--- config.mk ---
export PLATFORM = sky130hd
export DESIGN_NAME = moving_average_event_detector
export DESIGN_NICKNAME = d
export VERILOG_FILES = /design/src/rtl/moving_average_event_detector.sv
export SDC_FILE = /design/constraint.sdc
export NUM_CORES = 1
export LEC_CHECK = 0
export CAP_MARGIN = 10
export CORE_ASPECT_RATIO = 0.9
export CORE_MARGIN = 2
export CORE_UTILIZATION = 40
export DETAILED_ROUTE_END_ITERATION = 6
export PLACE_DENSITY = 0.66
export SETUP_SLACK_MARGIN = 0.15
export SLEW_MARGIN = 20
export SYNTH_ARGS = -nofsm -noshare
export SYNTH_HDL_FRONTEND = slang
export SYNTH_SLANG_ARGS = --single-unit
--- constraint.sdc ---
create_clock -name system1000 -period 1.9 [get_ports system1000]
set_input_delay 0.57 -clock system1000 [delete_from_list [all_inputs] [get_ports system1000]]
set_output_delay 0.57 -clock system1000 [all_outputs]
set_load 0.02 [all_outputs]
--- src/rtl/moving_average_event_detector.sv ---
// moving_average_event_detector
//   Debounced, hysteretic threshold-crossing detector for the signed output
//   of the moving-average filter. An episode arms when samples rise above
//   thr_hi_i and ends when they drop below thr_lo_i. Each edge needs DEBOUNCE
//   consecutive qualifying valid samples.
// Ports
//   system1000       clock
//   system1000_rstn  asynchronous reset, active low
//   sample_i         signed averaged sample
//   sample_valid_i   sample_i is valid this cycle
//   thr_hi_i         signed arm threshold (quasi-static)
//   thr_lo_i         signed disarm threshold (quasi-static)
//   clear_i          synchronous clear of state, peak and count
//   rise_o           one-cycle pulse when an episode starts
//   fall_o           one-cycle pulse when an episode ends
//   active_o         high while the episode is HIGH or disarming
//   peak_o           signed maximum sample of the current/last episode
//   event_count_o    saturating number of rise events
//   cfg_err_o        registered flag: thr_lo_i > thr_hi_i
module moving_average_event_detector #(
   parameter int DATA_W   = 8,
   parameter int DEBOUNCE = 4,
   parameter int CNT_W    = 16
) (
   input  logic                     system1000,
   input  logic                     system1000_rstn,
   input  logic signed [DATA_W-1:0] sample_i,
   input  logic                     sample_valid_i,
   input  logic signed [DATA_W-1:0] thr_hi_i,
   input  logic signed [DATA_W-1:0] thr_lo_i,
   input  logic                     clear_i,
   output logic                     rise_o,
   output logic                     fall_o,
   output logic                     active_o,
   output logic signed [DATA_W-1:0] peak_o,
   output logic [CNT_W-1:0]         event_count_o,
   output logic                     cfg_err_o
);

   localparam int RUN_W = $clog2(DEBOUNCE + 1);
   localparam logic [RUN_W-1:0] RUN_DONE = RUN_W'(DEBOUNCE);
   localparam logic [RUN_W-1:0] RUN_ONE  = RUN_W'(1);

   localparam logic [1:0] S_LOW    = 2'd0;
   localparam logic [1:0] S_ARM_HI = 2'd1;
   localparam logic [1:0] S_HIGH   = 2'd2;
   localparam logic [1:0] S_ARM_LO = 2'd3;

   localparam logic signed [DATA_W-1:0] PEAK_MIN = {1'b1, {(DATA_W-1){1'b0}}};

   logic [1:0]               state, state_n;
   logic [RUN_W-1:0]         run, run_n, run_inc;
   logic signed [DATA_W-1:0] peak_saved, saved_n, peak_n, peak_max;
   logic                     rise_n, fall_n, hi, lo;
   logic [CNT_W-1:0]         count_n, count_sat;

   always_comb begin
      hi        = sample_i > thr_hi_i;
      lo        = sample_i < thr_lo_i;
      run_inc   = run + 1'b1;
      peak_max  = (sample_i > peak_o) ? sample_i : peak_o;
      count_sat = (event_count_o == '1) ? event_count_o : event_count_o + 1'b1;

      state_n = state;
      run_n   = run;
      peak_n  = peak_o;
      saved_n = peak_saved;
      rise_n  = 1'b0;
      fall_n  = 1'b0;
      count_n = event_count_o;

      if (clear_i) begin
         state_n = S_LOW;
         run_n   = '0;
         peak_n  = PEAK_MIN;
         saved_n = PEAK_MIN;
         count_n = '0;
      end else if (cfg_err_o) begin
         // A forced exit from arming is an aborted episode: undo its peak.
         if (state == S_ARM_HI)
            peak_n = peak_saved;
         state_n = S_LOW;
         run_n   = '0;
      end else if (sample_valid_i) begin
         case (state)
            S_LOW: begin
               if (hi) begin
                  // Remember the last episode's peak in case this one aborts.
                  saved_n = peak_o;
                  peak_n  = sample_i;
                  if (DEBOUNCE == 1) begin
                     state_n = S_HIGH;
                     run_n   = '0;
                     rise_n  = 1'b1;
                     count_n = count_sat;
                  end else begin
                     state_n = S_ARM_HI;
                     run_n   = RUN_ONE;
                  end
               end
            end
            S_ARM_HI: begin
               if (hi) begin
                  peak_n = peak_max;
                  if (run_inc == RUN_DONE) begin
                     state_n = S_HIGH;
                     run_n   = '0;
                     rise_n  = 1'b1;
                     count_n = count_sat;
                  end else begin
                     run_n = run_inc;
                  end
               end else begin
                  state_n = S_LOW;
                  run_n   = '0;
                  peak_n  = peak_saved;
               end
            end
            S_HIGH: begin
               peak_n = peak_max;
               if (lo) begin
                  if (DEBOUNCE == 1) begin
                     state_n = S_LOW;
                     run_n   = '0;
                     fall_n  = 1'b1;
                  end else begin
                     state_n = S_ARM_LO;
                     run_n   = RUN_ONE;
                  end
               end
            end
            S_ARM_LO: begin
               peak_n = peak_max;
               if (lo) begin
                  if (run_inc == RUN_DONE) begin
                     state_n = S_LOW;
                     run_n   = '0;
                     fall_n  = 1'b1;
                  end else begin
                     run_n = run_inc;
                  end
               end else begin
                  state_n = S_HIGH;
                  run_n   = '0;
               end
            end
         endcase
      end
   end

   always_ff @(posedge system1000 or negedge system1000_rstn) begin
      if (!system1000_rstn) begin
         state         <= S_LOW;
         run           <= '0;
         peak_saved    <= PEAK_MIN;
         peak_o        <= PEAK_MIN;
         rise_o        <= 1'b0;
         fall_o        <= 1'b0;
         active_o      <= 1'b0;
         event_count_o <= '0;
         cfg_err_o     <= 1'b0;
      end else begin
         state         <= state_n;
         run           <= run_n;
         peak_saved    <= saved_n;
         peak_o        <= peak_n;
         rise_o        <= rise_n;
         fall_o        <= fall_n;
         active_o      <= (state_n == S_HIGH) || (state_n == S_ARM_LO);
         event_count_o <= count_n;
         cfg_err_o     <= thr_lo_i > thr_hi_i;
      end
   end

endmodule

Word-level counts from Yosys, hierarchy flattened
Cells that the tools add are included.
- register bits after elaboration: 41
- latch bits: 0
- RAM bits: 0
- ROM bits: 0
- output and inout bits: 28
- word-level logic and storage cells: 90
- memories: 0
- $add $sub $neg: 2
- multiply operators: 0
- divide/modulo/power cells: 0
- $lt $le $gt $ge: 4
- equal/unequal tests: 12
- shift operators: 0
- mux-type cells: 50
- bitwise gates (word level): 0
- reduce and logical (&&, ||, !) cells: 13
- operators by type and width (operator ; number):
    $mux W16 ; 7
    $mux W8 ; 12
    $gt A8 B8 Y1 ; 3
    $mux W3 ; 8
    $pmux W8 S3 ; 1
    $mux W2 ; 9
    $add A16 B1 Y16 const B ; 1
    $eq A16 B16 Y1 const B ; 1
    $pmux W3 S4 ; 1
    $mux W1 ; 11
    $reduce_bool A2 Y1 ; 5
    $eq A2 B2 Y1 const B ; 4
    $lt A8 B8 Y1 ; 1
    $ne A4 B4 Y1 const B ; 2
    $pmux W2 S4 ; 1
    $reduce_and A3 Y1 ; 2
    $reduce_and A6 Y1 ; 1
    $ne A2 B2 Y1 const B ; 2
    $reduce_and A4 Y1 ; 1
    $add A3 B1 Y3 const B ; 1
    $eq A3 B3 Y1 const B ; 1
    $ne A3 B2 Y1 const B ; 1
    $reduce_bool A3 Y1 ; 1
    $eq A2 B1 Y1 const B ; 1
    other kinds (3) ; 3

Longest topological paths before layout
- depth after elaboration: 10
- depth in mapped cells: 9
- mapped depth without buffers: 8

Worst setup path after synthesis
No wires, ideal clock.
- path kind: input-to-reg
- start: in thr_hi_i[7]
- end: reg peak_o[1]
- data arrival time: 2389 ps
- required time: 1790 ps
- path slack: -599 ps
- stages: 8
- path buffers: 0
- cell sequence: inv_1 -> ha_1 -> and4_1 -> a211o_1 -> a31o_2 -> a31oi_4 -> mux2_2 -> o41ai_1
- longest elaborated chain between the ends: 6
- elaborated cells between the ends (all ways): 8
- ends and longest elaborated chain (element ; RTL line ; source):
    start: declaration ; 29 ; input logic signed [DATA_W-1:0] thr_hi_i,
    $gt A8 B8 Y1 (*) ; 58 ; hi = sample_i > thr_hi_i;
    $mux W8 ; 103 ; if (hi) begin
    $pmux W8 S3 ; 85 ; case (state)
    $mux W8 ; 84 ; end else if (sample_valid_i) begin
    $mux W8 ; 78 ; end else if (cfg_err_o) begin
    $mux W8 ; 72 ; if (clear_i) begin
    end signal: assignment ; 166 ; peak_o <= peak_n;
    end: declaration ; 35 ; output logic signed [DATA_W-1:0] peak_o,
Every way passes the cells marked *; elsewhere a longest branch is shown, timed or not. The select of a mux whose other input is x is not followed.
A chain may end at the register's enable or synchronous reset.

Worst setup path after layout
- start: in sample_i[0]
- end: reg peak_o[2]
- longest elaborated chain between the ends: 7
- elaborated cells between the ends (all ways): 10
- ends and longest elaborated chain (element ; RTL line ; source):
    start: declaration ; 27 ; input logic signed [DATA_W-1:0] sample_i,
    $gt A8 B8 Y1 ; 61 ; peak_max = (sample_i > peak_o) ? sample_i : peak_o;
    $mux W8 ; 61 ;
    $mux W8 ; 103 ;
    $pmux W8 S3 ; 85 ;
    $mux W8 ; 84 ;
    $mux W8 ; 78 ;
    $mux W8 ; 72 ;
Parallel ways exist; a longest one is shown, timed or not. The select of a mux whose other input is x is not followed.

==> results.md <==
* Status: complete, but fails checks
* Failing checks: setup timing
* First-pass GRT wire length at around 16000 um
* # rows at 30
* Crit. path cell count at 10
* Sequential cell area at about 1000 um2
* Iter 0 DRT Violations at approximately 150
* Final Max Slew Viols at 0
* RD Place Congestion at around 0.84
* Mapped Area at about 3100 um2
* Worst skew pair latency at 0.29 ns
* CP Cell Sequence: buf_8 > inv_6 > ha_4 > and4_1 > a211o_4 > a31o_4 > a31oi_4 > buf_12 > mux2_4 > o41ai_4
* HPWL after DPL at 7000 um
* Final Util at 71.3%
* Worst vdd ir at about 340 uV
* GR Util All Layers at roughly a quarter
* Largest net degree at the start of global routing at 42
* Fillcell total at 554
* Crit path largest cell delay at roughly 0.35 ns
* TritonCTS clock tree: built
* Area delta synth->final at 72.1%
* H-tree lvl count at 2
* Synthesized Nets at ~410
* Fin Setup TNS at -10.90 ns
* Die ar. at approximately 8500 um2
* I/O Buffers at 55
* Core area at about 7500 um2
* Placed Cells at around 570
* Crit-path max FO at 5
* Root buffer cell: clkbuf_8
* Pre-CTS WS at -1.29 ns
* Crit path kind: in -> reg
* WL final at approximately 10000 um
* R2R depth at 8
* Critical Path Source Type: input pin
* Wirelength per Cell at roughly 17 um
* Final-report setup violation count at 39
* Worst reg2reg path endpoint: event_count_o[10]$_DFFE_PN0P_
* Worst-Margin Slew at about 0.36 ns
* Seq/Total Area, Yosys at between 30% and 40%
* Deepest clock path buffer count at 2
* Reg clk slew, reported paths at 0.09 ns
* Hold Violations, Final at 0
* Number of remaining DRC errors at 0
* Cell family with most CP delay: compound AO/OA/AOI/OAI gates
* Final period util at 122%
* Clock sinks at a little over 40
* Bufs and invs on worst path at 3
* Max_cap viols at 0
* Final ANT Viol Nets at 0
* Post-Syn Instances at roughly 350
* Total Power at 2.64 mW
* Mean Syn Cell Area at 9.00 um2
* RSZ-0062 raised after global routing: yes
* Min Clock Period, post-route at 2.33 ns
* Syn. warnings at 0
* Final instance count without filler cells at between 500 and 600
* Vias in the first global route at between 3000 and 4000
* Area of the multi-input gates at approximately 2600 um2
* Pwr per Cell Area at roughly 490 nW/um2
* Relative slew slack at 75.6%
* Crit end category: register
* Post-synth top flop: dfrtp_1
* Ys async rst share at between 90% and 100%
* Reg2Reg Setup Slack at -0.28 ns
* GR Overflow Total at 0
* CP max stage cell: a211o_4
* Yosys reg bits at between 40 and 50
* Post-synth EDFFs at 0
* Antenna fix cells at 0
* CP Data Required Time at between 2 and 2.5 ns
* Setup WS post-layout at -0.427 ns
* Worst path arrival time at between 2 and 3 ns
* I/O pin count at 56
* Num CTS Buffers at 5
* LEAKAGE at roughly 2.5 nW
* Initial Utilization at 41.4%
* Die Y at ~90 um
* DR pass1 iterations at 4
* Netlist cell types at 48
* Nets at 560
* R2R Path Start: run[0]$_DFFE_PN0P_
* Initial antenna violation count at 0
* Share of layout cells above drive strength 1 at a little under half
* Setup Skew at 0.00914 ns
* Fmax at approximately 430 MHz
* Die W at 97.2 um
* Via count at roughly 3300
* Drt via density at around 5.5
* HP Class: in -> async
==> cell type report <==
class | instances | area share [%]
repair buffers | 157 | 26.4
multi-input cells | 265 | 47.7
flip-flops and latches | 41 | 19.1
clock buffers | 5 | 1.28
clock inverters | 3 | 0.326
inverters | 28 | 2.98
well taps | 96 | 2.23
==> synthesized netlist by cell type, types with 3 or more instances <==
library cell / count / share of area [%]
or3_1: 8 / 1.6
nand2_1: 19 / 2.3
mux2_2: 6 / 2.2
o211ai_1: 5 / 1.2
o21ai_0: 11 / 1.8
buf_2: 3 / 0.48
o41ai_1: 7 / 2.0
a221oi_1: 6 / 1.7
mux2i_1: 8 / 2.6
and4_1: 6 / 1.7
nand4_1: 10 / 2.0
nor2b_1: 8 / 1.6
clkbuf_1: 9 / 1.1
or2_2: 4 / 0.80
nand3_1: 8 / 1.3
nor2_1: 30 / 3.6
dfrtp_1: 39 / 31
a21oi_1: 23 / 3.7
xor2_1: 9 / 2.5
and2_1: 11 / 2.2
a311oi_1: 4 / 1.1
inv_1: 28 / 3.4
a211o_1: 5 / 1.4
ha_1: 34 / 14
o21a_1: 3 / 0.72
a31oi_1: 3 / 0.60
nor3_1: 3 / 0.48
and3_1: 9 / 1.8
==> cell usage in the layout (no fill, tap or decap), types with 8 or more instances in the layout <==
cell type and n:
nand4_1 10, and2_1 11, inv_1 19, buf_6 24
nor2b_1 8, nor2_1 28, dfrtp_1 39, ha_4 13
ha_1 18, buf_2 8, dlygate4sd2_1 26, buf_4 79
nand2_1 14, a21oi_1 16, xor2_1 8, and3_1 8
==> where the power goes <==
| part | total, mW | internal (mW) | switching, mW |
|---|---|---|---|
| sequential | 0.927 | 0.905 | 0.0224 |
| clock | 0.580 | 0.254 | 0.326 |
| combinational | 1.13 | 0.554 | 0.576 |
==> metal layers <==
| layer | wire [um] | vias up | GRT usage, % |
|---|---|---|---|
| met1 | 4440 | 1600 | 30.5 |
| li1 | - | 1599 | - |
| met5 | 0 | - | 0 |
| met3 | 396 | 16 | 3.43 |
| met4 | 125 | 0 | 3.59 |
| met2 | 5170 | 75 | 42.7 |
==> worst max-delay path by stage <==
stage / startpoint / end
after floorplan: thr_hi_i[2] / peak_o[1]$_DFFE_PN0P_
after global placement: thr_hi_i[2] / peak_o[1]$_DFFE_PN0P_
after detailed placement: thr_hi_i[2] / peak_o[0]$_DFFE_PN0P_
after CTS: thr_hi_i[6] / peak_o[2]$_DFFE_PN0P_
after global routing: sample_i[0] / peak_o[4]$_DFFE_PN0P_
final: sample_i[0] / peak_o[2]$_DFFE_PN0P_
==> worst reg2reg max path: cells and delay by family (launching register included) <==
family                     cells  cell delay, ns
and+or+nand+nor                3            0.63
DFF                            1            0.39
buffers and inverters          1            0.18
adders and majority gates      1            0.21
AOI/OAI and AO/OA              3            0.70
==> kinds of logic (layout without fill, tap and decap cells) <==
| family | count (synthesis) | in the layout | share of synthesized area [%] |
|---|---|---|---|
| and+or+nand+nor | 124 | 124 | 21.7 |
| AOI/OAI and AO/OA | 84 | 84 | 19.5 |
| DFF | 41 | 41 | 32.9 |
| buffers and inverters | 41 | 193 | 5.05 |
| adders and majority gates | 34 | 34 | 13.6 |
| muxes | 14 | 14 | 4.73 |
| xor gates and xnor gates | 9 | 9 | 2.52 |
==> flip-flops by register name, summed over array words and instances (netlist names) <==
name / count
fall_o: 1
cfg_err_o: 1
peak_saved: 8
event_count_o: 16
rise_o: 1
active_o: 1
peak_o: 8
run: 3
state: 2
==> stage by stage <==
| step | hold WS (ns) | area, um2 |
|---|---|---|
| 4_1_cts | 0.238 | 5040 |
| 3_5_place_dp | 0.535 | 4700 |
| 2_1_floorplan | 0.274 | 3420 |
| 6_report | 0.229 | 5380 |
| 3_3_place_gp | 0.534 | 4700 |
| 5_1_grt | 0.245 | 5380 |
==> what timing repair did <==
action | 4_1_cts | 5_1_grt
gates resized for setup | 166 | 69
pin swaps | 30 | 32
hold buffers | 0 | 0
buffers inserted | 12 | 6
cloned | 2 | 0
setup endpoints to repair | 69 | 47
Note: power is estimated with default switching activity, not from simulation.
